`src/rtl/lfsr_pkg.sv`:
```
// Shared types and constants for the LFSR command generator.
// Holds the FSM state enum, reference tap pairs and an all-ones helper.
package lfsr_pkg;

  typedef enum logic [1:0] {
    IDLE   = 2'd0,
    STREAM = 2'd1,
    BURST  = 2'd2
  } state_t;

  // Widest LFSR the all_ones helper can describe.
  localparam int MAX_W = 256;

  localparam int TAP52_A = 51;
  localparam int TAP52_B = 48;
  localparam int TAP32_A = 31;
  localparam int TAP32_B = 21;
  localparam int TAP16_A = 15;
  localparam int TAP16_B = 13;

  function automatic logic [MAX_W-1:0] all_ones(input int w);
    logic [MAX_W-1:0] r;
    r = '0;
    for (int i = 0; i < MAX_W; i++) begin
      if (i < w) r[i] = 1'b1;
    end
    return r;
  endfunction

endpackage

```
`src/rtl/lfsr_core.sv`:
```
// Fibonacci XNOR LFSR register with guarded seed load and step enable.
// An all-ones seed would lock the XNOR LFSR, so it is replaced by SEED and flagged.
module lfsr_core
  import lfsr_pkg::*;
#(
  parameter int               WIDTH = 52,
  parameter int               TAP_A = 51,
  parameter int               TAP_B = 48,
  parameter logic [WIDTH-1:0] SEED  = 1
) (
  input  logic             clk,
  input  logic             rst,
  input  logic             load,
  input  logic [WIDTH-1:0] load_val,
  input  logic             step,
  output logic [WIDTH-1:0] state,
  output logic             lockup
);

  localparam logic [WIDTH-1:0] ONES = WIDTH'(all_ones(WIDTH));

  generate
    if (WIDTH < 3) begin : g_bad_width
      $error("lfsr_core: WIDTH must be >= 3");
    end
    if (TAP_A >= WIDTH || TAP_B >= WIDTH) begin : g_bad_tap_range
      $error("lfsr_core: taps must be below WIDTH");
    end
    if (TAP_A == TAP_B) begin : g_bad_tap_equal
      $error("lfsr_core: TAP_A and TAP_B must differ");
    end
    if (SEED == ONES) begin : g_bad_seed
      $error("lfsr_core: SEED must not be all-ones");
    end
  endgenerate

  logic [WIDTH-1:0] state_reg;
  logic [WIDTH-1:0] lfsr_next;
  logic             lockup_reg;

  assign lfsr_next = {state_reg[WIDTH-2:0], ~(state_reg[TAP_A] ^ state_reg[TAP_B])};

  always_ff @(posedge clk or posedge rst) begin
    if (rst) begin
      state_reg  <= SEED;
      lockup_reg <= 1'b0;
    end else if (load) begin
      if (load_val == ONES) begin
        state_reg  <= SEED;
        lockup_reg <= 1'b1;
      end else begin
        state_reg  <= load_val;
        lockup_reg <= 1'b0;
      end
    end else if (step) begin
      state_reg <= lfsr_next;
    end
  end

  assign state  = state_reg;
  assign lockup = lockup_reg;

endmodule

```
`src/rtl/lfsr_cmd_gen.sv`:
```
// Pseudo-random command generator: LFSR words on a valid/ready stream,
// with stream and fixed-length burst modes, a done pulse and an accept counter.
module lfsr_cmd_gen
  import lfsr_pkg::*;
#(
  parameter int               WIDTH   = 52,
  parameter int               TAP_A   = TAP52_A,
  parameter int               TAP_B   = TAP52_B,
  parameter logic [WIDTH-1:0] SEED    = 1,
  parameter int               BURST_W = 16,
  parameter int               CNT_W   = 32
) (
  input  logic               clk,
  input  logic               rst,
  input  logic               mode,
  input  logic               start,
  input  logic               stop,
  input  logic               seed_load,
  input  logic [WIDTH-1:0]   seed_in,
  input  logic [BURST_W-1:0] burst_len,
  output logic               cmd_valid,
  input  logic               cmd_ready,
  output logic [WIDTH-1:0]   cmd,
  output logic               busy,
  output logic               done,
  output logic [CNT_W-1:0]   cmd_count,
  output logic               lockup
);

  state_t             state_reg, state_next;
  logic [BURST_W-1:0] rem_reg, rem_next;
  logic [CNT_W-1:0]   cnt_reg, cnt_next;
  logic               done_reg, done_next;
  logic               hs;
  logic [CNT_W-1:0]   cnt_inc;

  assign cmd_valid = (state_reg != IDLE);
  assign hs        = cmd_valid && cmd_ready;
  // Saturate rather than wrap so a long stream never reports a small count.
  assign cnt_inc   = (cnt_reg == '1) ? cnt_reg : cnt_reg + CNT_W'(1);

  lfsr_core #(
    .WIDTH (WIDTH),
    .TAP_A (TAP_A),
    .TAP_B (TAP_B),
    .SEED  (SEED)
  ) u_core (
    .clk      (clk),
    .rst      (rst),
    .load     (seed_load && (state_reg == IDLE)),
    .load_val (seed_in),
    .step     (hs),
    .state    (cmd),
    .lockup   (lockup)
  );

  always_ff @(posedge clk or posedge rst) begin
    if (rst) begin
      state_reg <= IDLE;
      rem_reg   <= '0;
      cnt_reg   <= '0;
      done_reg  <= 1'b0;
    end else begin
      state_reg <= state_next;
      rem_reg   <= rem_next;
      cnt_reg   <= cnt_next;
      done_reg  <= done_next;
    end
  end

  always_comb begin
    state_next = state_reg;
    rem_next   = rem_reg;
    cnt_next   = cnt_reg;
    done_next  = 1'b0;
    case (state_reg)
      IDLE: begin
        if (start) begin
          cnt_next = '0;
          if (!mode) begin
            state_next = STREAM;
          end else if (burst_len != '0) begin
            rem_next   = burst_len;
            state_next = BURST;
          end else begin
            done_next = 1'b1;
          end
        end
      end
      STREAM: begin
        if (hs) cnt_next = cnt_inc;
        if (stop) state_next = IDLE;
      end
      BURST: begin
        if (hs) begin
          cnt_next = cnt_inc;
          rem_next = rem_reg - BURST_W'(1);
          // Last word accepted: the burst completed even if stop arrives alongside.
          if (rem_reg == BURST_W'(1)) begin
            state_next = IDLE;
            done_next  = 1'b1;
          end
        end
        if (stop) state_next = IDLE;
      end
      default: state_next = IDLE;
    endcase
  end

  assign busy      = (state_reg != IDLE);
  assign done      = done_reg;
  assign cmd_count = cnt_reg;

endmodule

```
`config.mk`:
```
export PLATFORM = sky130hd
export DESIGN_NAME = lfsr_cmd_gen
export DESIGN_NICKNAME = d
export VERILOG_FILES = /design/src/rtl/lfsr_pkg.sv /design/src/rtl/lfsr_core.sv /design/src/rtl/lfsr_cmd_gen.sv
export SDC_FILE = /design/constraint.sdc
export NUM_CORES = 1
export LEC_CHECK = 0
export ABC_AREA = 1
export CAP_MARGIN = 0
export CORE_ASPECT_RATIO = 0.7
export CORE_MARGIN = 2
export CORE_UTILIZATION = 50
export CTS_CLUSTER_DIAMETER = 80
export DETAILED_ROUTE_END_ITERATION = 6
export PLACE_DENSITY_LB_ADDON = 0.12
export SLEW_MARGIN = 25
export SYNTH_ARGS = -nofsm -noshare
export SYNTH_HDL_FRONTEND = slang
export SYNTH_SLANG_ARGS = --single-unit
export TNS_END_PERCENT = 100
```
`constraint.sdc`:
```
create_clock -name clk -period 3.5 [get_ports clk]
set_input_delay 0.525 -clock clk [delete_from_list [all_inputs] [get_ports clk]]
set_output_delay 0.525 -clock clk [all_outputs]
set_load 0.1 [all_outputs]
```
==> impl_metrics.json <==
{
  "status": "finished clean",
  "cpPeakStageDelay_ps": 420,
  "dr.pass1.iters": 6,
  "critPathLaunch": "state_reg[0]",
  "grt_max_degree": 65,
  "synthDistinctLibCells": 34,
  "hp-class": "reg2reg",
  "rows": 35,
  "ant_nets": 0,
  "fin_util_pct": 65.69,
  "fmax_ghz": 0.3621,
  "final-hold-violation-count": 0,
  "cts.path.max_buffers": 2,
  "clk_pin_slew_worst_paths_ps": 70,
  "cts.sinks": 104,
  "dpl.hpwl_mm": 14.58,
  "grt_pass1_wl_mm": 32.58,
  "cts_max_level": 3,
  "grt_setup_unrepaired": "false",
  "synth_cells": 1004,
  "antenna_found_initial": 1,
  "ys_ff_latch": 104,
  "fp.coreArea_mm2": 0.01301,
  "cp-end-kind": "flop",
  "yosysSeqAreaShare_pct": 39.46,
  "finalSetupTns_ps": 0,
  "vias": 7014,
  "drive_above_1_share_pct": 6.179,
  "totalWireLength_mm": 19.53,
  "drtIter0Drc": 646,
  "yosys_warnings": 0,
  "report.final.slew_viol_count": 0,
  "finalSetupViolations": 0,
  "r2r-start": "state_reg[0]",
  "syn2layout_area_growth_pct": 29.47,
  "drc": 0,
  "cellLeakagePower_nw": 3.727,
  "post-cts-setup-buffer-count": 0,
  "port_buffers": 162,
  "cts_buffers": 9,
  "nets": 1225,
  "largest_register_ff_count": 52,
  "syn_area_mm2": 0.006599,
  "final.min_clock_period_ps": 2762,
  "die_w_um": 141.3,
  "relSlewSlack_pct": 31.41,
  "cts-resized-gates": 0,
  "fill_cells": 1156,
  "viasPerCell": 5.330,
  "start_util_pct": 50.74,
  "place_congestion": 0.9132,
  "worstHoldStart": "u_core.state[27]",
  "grt_usage_pct": 28.88,
  "post_drt_wl_per_cell_um": 14.84,
  "required_ps": 3740,
  "grt_pass1_vias": 6217,
  "ir_worst_vdd_uv": 700.4,
  "worstPathCellList": "inv_1 -> ha_1 -> buf_4 -> inv_1 -> nand2_1 -> a211oi_1 -> nand2_1 -> inv_2 -> nand2_1 -> nand2_1 -> nand2_1",
  "cap_viol_max_count": 0,
  "power.density_mw_per_mm2": 902.8,
  "cp_max_fo": 22,
  "synth_edf_count": 0,
  "grt_overflow": 0,
  "ys_async_sr_fraction_pct": 100.0,
  "num_io_pins": 163,
  "crit_top_cell": "nand2_1",
  "root_buffer": "clkbuf_16",
  "cp_slowest_cell": "inv_2",
  "finClkSkew_ps": 5.512,
  "die_h_um": 100.1,
  "ctsHoldBuffers": 0,
  "die-area_mm2": 0.01415,
  "critPathArrivalTime_ps": 3000,
  "worst_pin_slew_ps": 1026,
  "crit_type": "reg2reg",
  "synth_fp_nets": 1085,
  "cts_tree": "done",
  "postSynthAreaPerCell_um2": 6.573,
  "cp-start-kind": "flop",
  "yosys_most_used_dff": "dfrtp_1",
  "clk_latency_ps": 340,
  "finalCritPeriodShare_pct": 78.91
}
## logic make-up (layout without fill, tap and decap cells)
kind of cell | count (synthesis) | after routing | share of synthesized area (%)
buffers and inverters | 102 | 247 | 7.376
AND/OR/NAND/NOR | 680 | 680 | 43.00
adder cells (fa/ha/maj) | 6 | 6 | 1.138
AO/OA/AOI/OAI | 107 | 107 | 8.362
XOR/XNOR | 5 | 5 | 0.6638
other | 0 | 1 | 0
flip-flops | 104 | 104 | 39.46
## cell usage in the layout, fill, tap and decap left out, drive strengths merged
| master | instances |
|---|---|
| a211oi | 1 |
| a21oi | 1 |
| a22oi | 1 |
| a32o | 1 |
| buf | 12 |
| bufinv | 1 |
| clkbuf | 11 |
| clkdlybuf4s50 | 160 |
| clkinv | 1 |
| clkinvlp | 3 |
| dfrtp | 103 |
| dfstp | 1 |
| diode | 1 |
| ha | 6 |
| inv | 59 |
| nand2 | 382 |
| nand3 | 99 |
| nand3b | 2 |
| nand4 | 17 |
| nor2 | 143 |
| nor3 | 3 |
| o21ai | 100 |
| o21bai | 1 |
| o22ai | 1 |
| o31ai | 1 |
| or2 | 34 |
| xnor2 | 2 |
| xor2 | 3 |
## cells in the mapped netlist, types with 2 or more instances
| library cell | n | area, um2 |
|---|---|---|
| dfrtp_1 | 103 | 2577 |
| nand2_1 | 381 | 1430 |
| or2_2 | 33 | 206.5 |
| nor2_1 | 142 | 533.0 |
| buf_4 | 6 | 45.04 |
| ha_1 | 6 | 75.07 |
| xnor2_1 | 2 | 17.52 |
| o21ai_0 | 64 | 320.3 |
| inv_1 | 54 | 202.7 |
| nand4_1 | 17 | 106.4 |
| buf_2 | 10 | 50.05 |
| nand3_1 | 97 | 485.5 |
| o21ai_1 | 36 | 180.2 |
| inv_2 | 5 | 18.77 |
| nand3b_1 | 2 | 15.01 |
| xor2_1 | 3 | 26.28 |
| buf_6 | 9 | 101.4 |
| clkbuf_1 | 16 | 60.06 |
| nor3_1 | 3 | 15.01 |
## per-layer routing
metal  vias up  share of wire [%]  routed length, um  track usage, %
met5         -                  0                  0               0
met4         0               0.74                144           4.308
met3        15                 11               2187           8.158
met2       352                 39               7620           38.61
met1      3164                 49               9580           46.65
li1       3483                  -                  -               -
## metrics by stage
step	setup slack [ps]	area (um2)	cells	power (mW)	hold WS, ps
floorplan	244.5	6599	1004	5.681	463.6
global placement	898.7	8250	1299	6.666	474.4
detailed placement	823.6	8250	1299	6.702	485.3
CTS	826.3	8541	1315	7.721	511.2
global route	548.9	8541	1315	8.205	534.1
finish	738.1	8543	1316	7.713	516.8
## critical path: cells and delay by family, from the launching register on
family | cells | cell delay [ps]
adder cells (fa/ha/maj) | 1 | 240
buffers and inverters | 4 | 1030
flip-flops | 1 | 370
AO/OA/AOI/OAI | 1 | 330
AND/OR/NAND/NOR | 5 | 660
## area by class of cell
cell class	count	area [um2]	share of cell area, %
multi-input combinational	798	3511	41.10
sequential	104	2604	30.48
timing repair buffer	172	1704	19.95
clock buffer	11	232.7	2.724
inverter	59	224.0	2.622
tap	166	207.7	2.431
clock inverter	5	57.56	0.6737
antenna	1	2.502	0.02929
## power by group
group	internal [mW]	switching [mW]
clock	0.555	0.447
sequential	1.58	0.326
combinational	1.17	3.63
## final timing paths
path	end	slack, ps	cells past startpoint
max	rem_reg[11]	740	11
min	u_core.state[27]	520	2
max reg2reg	rem_reg[11]	740	11
min reg2reg	u_core.state[27]	520	2
max in group asynchronous	u_core.state[25]	2110	3
min in group asynchronous	cmd_count[1]	660	2
Power figures use the tool's default switching activity.
